## src/rtl/zero_det_arbiter.sv

```systemverilog
// rtl/zero_det_arbiter.sv - round-robin arbiter feeding two requesters' words into a shared serial zero detector
// Serializes the granted word LSB-first and counts zero bits, excluding the first bit of each word.
module zero_det_arbiter #(
   parameter int WIDTH = 8,
   parameter int CW    = 4
) (
   input  logic             clk,
   input  logic             reset,
   input  logic             req0,
   input  logic [WIDTH-1:0] data0,
   input  logic             req1,
   input  logic [WIDTH-1:0] data1,
   output logic             gnt0,
   output logic             gnt1,
   output logic             busy,
   output logic             x_ser,
   output logic             done,
   output logic             done_id,
   output logic [CW-1:0]    zero_cnt
);

   localparam int IW = (WIDTH > 1) ? $clog2(WIDTH) : 1;
   localparam logic [IW-1:0] LAST_IDX = IW'(WIDTH - 1);

   typedef enum logic [1:0] {IDLE, SHIFT, DONE} state_t;

   state_t           state, state_n;
   logic [WIDTH-1:0] shreg, shreg_n;
   logic [IW-1:0]    idx, idx_n;
   logic [CW-1:0]    acc, acc_n;
   logic             owner, owner_n;
   logic             last, last_n;
   logic             gnt0_n, gnt1_n, busy_n, done_n, done_id_n;
   logic [CW-1:0]    zero_cnt_n;
   logic             pick;
   logic             hit;

   // x_ser comes straight off the shift register flop
   assign x_ser = shreg[0];

   // Contention goes to whoever was not served last; last resets to 1 so requester 0 wins first
   assign pick = (req0 && req1) ? ~last : req1;
   assign hit  = ~shreg[0] && (idx != '0);

   always_ff @(posedge clk or negedge reset) begin
      if (!reset) begin
         state    <= IDLE;
         shreg    <= '0;
         idx      <= '0;
         acc      <= '0;
         owner    <= 1'b0;
         last     <= 1'b1;
         gnt0     <= 1'b0;
         gnt1     <= 1'b0;
         busy     <= 1'b0;
         done     <= 1'b0;
         done_id  <= 1'b0;
         zero_cnt <= '0;
      end else begin
         state    <= state_n;
         shreg    <= shreg_n;
         idx      <= idx_n;
         acc      <= acc_n;
         owner    <= owner_n;
         last     <= last_n;
         gnt0     <= gnt0_n;
         gnt1     <= gnt1_n;
         busy     <= busy_n;
         done     <= done_n;
         done_id  <= done_id_n;
         zero_cnt <= zero_cnt_n;
      end
   end

   always_comb begin
      state_n    = state;
      shreg_n    = shreg;
      idx_n      = idx;
      acc_n      = acc;
      owner_n    = owner;
      last_n     = last;
      gnt0_n     = 1'b0;
      gnt1_n     = 1'b0;
      busy_n     = 1'b0;
      done_n     = 1'b0;
      done_id_n  = done_id;
      zero_cnt_n = zero_cnt;
      case (state)
         IDLE: begin
            if (req0 || req1) begin
               shreg_n = pick ? data1 : data0;
               idx_n   = '0;
               acc_n   = '0;
               owner_n = pick;
               last_n  = pick;
               gnt0_n  = ~pick;
               gnt1_n  = pick;
               busy_n  = 1'b1;
               state_n = SHIFT;
            end
         end
         SHIFT: begin
            busy_n  = 1'b1;
            acc_n   = acc + CW'(hit);
            shreg_n = shreg >> 1;
            idx_n   = idx + 1'b1;
            if (idx == LAST_IDX) begin
               zero_cnt_n = acc + CW'(hit);
               done_id_n  = owner;
               done_n     = 1'b1;
               state_n    = DONE;
            end
         end
         DONE: begin
            state_n = IDLE;
         end
         default: begin
            state_n = IDLE;
         end
      endcase
   end

endmodule
```

## config.mk

```make
export PLATFORM = sky130hd
export DESIGN_NAME = zero_det_arbiter
export DESIGN_NICKNAME = d
export VERILOG_FILES = /design/src/rtl/zero_det_arbiter.sv
export SDC_FILE = /design/constraint.sdc
export NUM_CORES = 1
export LEC_CHECK = 0
export BUFFER_PORTS_ARGS = -buffer_cell sky130_fd_sc_hd__buf_2
export CAP_MARGIN = 20
export CORE_UTILIZATION = 59
export CTS_BUF_LIST = sky130_fd_sc_hd__clkbuf_8
export DETAILED_ROUTE_END_ITERATION = 8
export PLACE_DENSITY = 0.86
export SLEW_MARGIN = 20
export SYNTH_ARGS = -nofsm -noshare
export SYNTH_HDL_FRONTEND = slang
export SYNTH_SLANG_ARGS = --single-unit
```

## constraint.sdc

```tcl
create_clock -name clk -period 2.6 [get_ports clk]
set_clock_uncertainty 0.05 [all_clocks]
set_input_delay 0.39 -clock clk [delete_from_list [all_inputs] [get_ports clk]]
set_output_delay 0.39 -clock clk [all_outputs]
set_load 0.01 [all_outputs]
```

==> results.sh <==
export IMPL_status="finished clean"
export IMPL_hold_buffers=0
export IMPL_rows=16
export IMPL_powerDensity_nw_per_um2=1050
export IMPL_gp_congestion=0.732
export IMPL_clk_path_buf_depth=2
export IMPL_insertion_delay_ns=0.27
export IMPL_worst_ep_arrival_time_ns=1.81
export IMPL_chipWidth_um=49.9
export IMPL_die_area_um2=2490
export IMPL_syn_area_um2=1360
export IMPL_route_detailed_drc=0
export IMPL_avgSynthCellArea_um2=11.9
export IMPL_max_freq_mhz=587
export IMPL_hpwl_mm=1.89
export IMPL_clk_pin_slew_worst_paths_ns=0.09
export IMPL_start_kind="flip-flop"
export IMPL_setup_violations=0
export IMPL_relSlewSlack_pct=55.3
export IMPL_ios=30
export IMPL_chipHeight_um=49.9
export IMPL_rr_worst_depth=8
export IMPL_layout_common_cells="buf_2 (29), dfrtp_1 (27), inv_1 (9), nand2_1 (9), o21ai_1 (9)"
export IMPL_dpl_cell_count=166
export IMPL_firstDrtPassIters=4
export IMPL_vias=966
export IMPL_portBuffers=29
export IMPL_cts_resized=0
export IMPL_tns_ns=0
export IMPL_grt_max_degree=29
export IMPL_tightest_slew_ns=0.667
export IMPL_ys_warn_count=0
export IMPL_drive_gt1_share_pct=35.0
export IMPL_core_area_um2=2060
export IMPL_ys_ff_latch=28
export IMPL_slew_violations=0
export IMPL_crit_path_end_kind="flip-flop"
export IMPL_synth_fp_nets=139
export IMPL_cts_root_buf="clkbuf_8"
export IMPL_period_needed_ns=1.70
export IMPL_crit_type="flip-flop to flip-flop"
export IMPL_r2r_start="idx[0]"
export IMPL_fin_crit_sh_pct=65.5
export IMPL_syn_to_final_growth_pct=14.4
export IMPL_hold_path_class="input port to asynchronous set/reset pin"
export IMPL_wl_per_cell_um=15.3
export IMPL_drv_cap=0
export IMPL_leakagePower_uw=0.000765
export IMPL_hold_violations=0
export IMPL_syn_instance_count=114
export IMPL_antenna_found_initial=0
export IMPL_rsz0062_at_grt="false"
export IMPL_cp_required_ns=2.71
export IMPL_grt_pass1_wl_mm=4.43
export IMPL_yosys_cell_types_count=35
export IMPL_cts_max_level=1
export IMPL_layout_commonest_cell="buf_2"
export IMPL_initial_utilization_pct=65.8
export IMPL_fin_cells=170
export IMPL_numCtsBuffers=3
export IMPL_cts_sinks=28
export IMPL_grt_pass1_vias=999
export IMPL_ir_drop_v=0.000771
export IMPL_cts_setup_buffers=0
export IMPL_globalRouteOverflowTotal=0
export IMPL_grt_usage_pct=23.8
export IMPL_cts_tree="built"
export IMPL_antenna_cells=0
export IMPL_drt_iter0_drc=8
export IMPL_viasPerCell=5.68
export IMPL_antenna_left=0
export IMPL_nNetsFinal=169
export IMPL_crit_fanout=4
export IMPL_wl_mm=2.59
export IMPL_startpoint="idx[0]"
export IMPL_synth_seq_area_share_pct=51.8
## routing by layer
metal	part of all wire (%)	routed length, um	track usage (%)
met1	45	1160	28.5
met2	51	1320	44.6
met3	3.5	91	2.78
met4	0.96	25	5.71
met5	0	0	0
## critical path, stage by stage, from the launching register on
cell and delay, ns:
dfrtp_1 0.40, inv_1 0.06, ha_1 0.20, a21oi_1 0.13, ha_1 0.18, ha_1 0.20, nor3b_1 0.06, o31ai_1 0.22
o21ai_1 0.09
## metrics by stage
stage | hold WS, ns | setup WS, ns | power (uW) | cell area, um^2 | util (%)
floorplan | 0.0444 | 1.06 | 1230 | 1360 | -
global placement | 0.375 | 0.919 | 1360 | 1510 | 73.1
detailed placement | 0.387 | 0.854 | 1420 | 1510 | 73.1
CTS | 0.0894 | 0.892 | 1650 | 1550 | 75.2
global route | 0.123 | 0.735 | 1760 | 1550 | 75.2
finish | 0.0637 | 0.896 | 1640 | 1550 | 75.2
## registers in the layout, indices dropped and copies added, names as in the netlist
name      cells
acc           4
busy          1
done          1
done_id       1
gnt0          1
gnt1          1
idx           3
last          1
owner         1
shreg         8
state         2
zero_cnt      4
## power breakdown
part / internal [uW] / leakage (uW) / switching (uW)
clock network: 106 / 0.0000269 / 129
logic: 303 / 0.000386 / 358
registers: 617 / 0.000352 / 123
## synthesized netlist by cell type
cell | number | area [um^2]
nor2b_1 | 2 | 12.5
or3_1 | 1 | 6.26
nor2_2 | 1 | 6.26
o2bb2ai_1 | 1 | 8.76
buf_4 | 1 | 7.51
nor2_1 | 1 | 3.75
or2_4 | 1 | 8.76
a21boi_2 | 1 | 11.3
inv_1 | 8 | 30.0
nor3b_1 | 1 | 7.51
inv_2 | 3 | 11.3
nor3_1 | 1 | 5.00
a21o_1 | 1 | 7.51
buf_6 | 1 | 11.3
o21ai_0 | 3 | 15.0
dfrtp_1 | 27 | 676
o21ai_2 | 1 | 8.76
ha_1 | 5 | 62.6
a21oi_1 | 3 | 15.0
mux2i_1 | 7 | 70.1
a22o_1 | 3 | 26.3
o31ai_1 | 1 | 7.51
nand3b_2 | 1 | 11.3
mux2_1 | 3 | 33.8
and2_1 | 2 | 12.5
nand2b_4 | 1 | 13.8
a211oi_1 | 1 | 7.51
dfstp_2 | 1 | 26.3
nand2_1 | 9 | 33.8
xnor2_1 | 2 | 17.5
o21ai_1 | 9 | 45.0
nor3_4 | 1 | 16.3
o221ai_2 | 7 | 105
nand3_1 | 1 | 5.00
buf_2 | 2 | 10.0
## final timing paths
check	to	slack, ns
min in group clk	shreg[7]	0.34
worst min register to register	zero_cnt[3]	0.43
max in group asynchronous	shreg[4]	2.03
worst min-delay path	acc[1]	0.06
worst max-delay path	acc[2]	0.90
worst max register to register	acc[2]	0.90
## logic make-up (layout without fill, tap and decap cells)
family | after synthesis | after routing | synth area share (%)
buffers and inverters | 15 | 44 | 5.17
DFF | 28 | 28 | 51.8
AOI/OAI and AO/OA | 31 | 31 | 19.0
adders and majority gates | 5 | 5 | 4.61
muxes | 10 | 10 | 7.66
xor gates and xnor gates | 2 | 2 | 1.29
and+or+nand+nor | 23 | 23 | 10.5
## layout make-up
type                    instances  area, um^2
well taps                      27        33.8
multi-input cells              71         584
clock inverters                 1        3.75
repair buffers                 29         145
clock buffers                   3        41.3
inverters                      11        41.3
flip-flops and latches         28         702
fillers                       151         510
No activity file was read; power rests on OpenSTA's default activity.
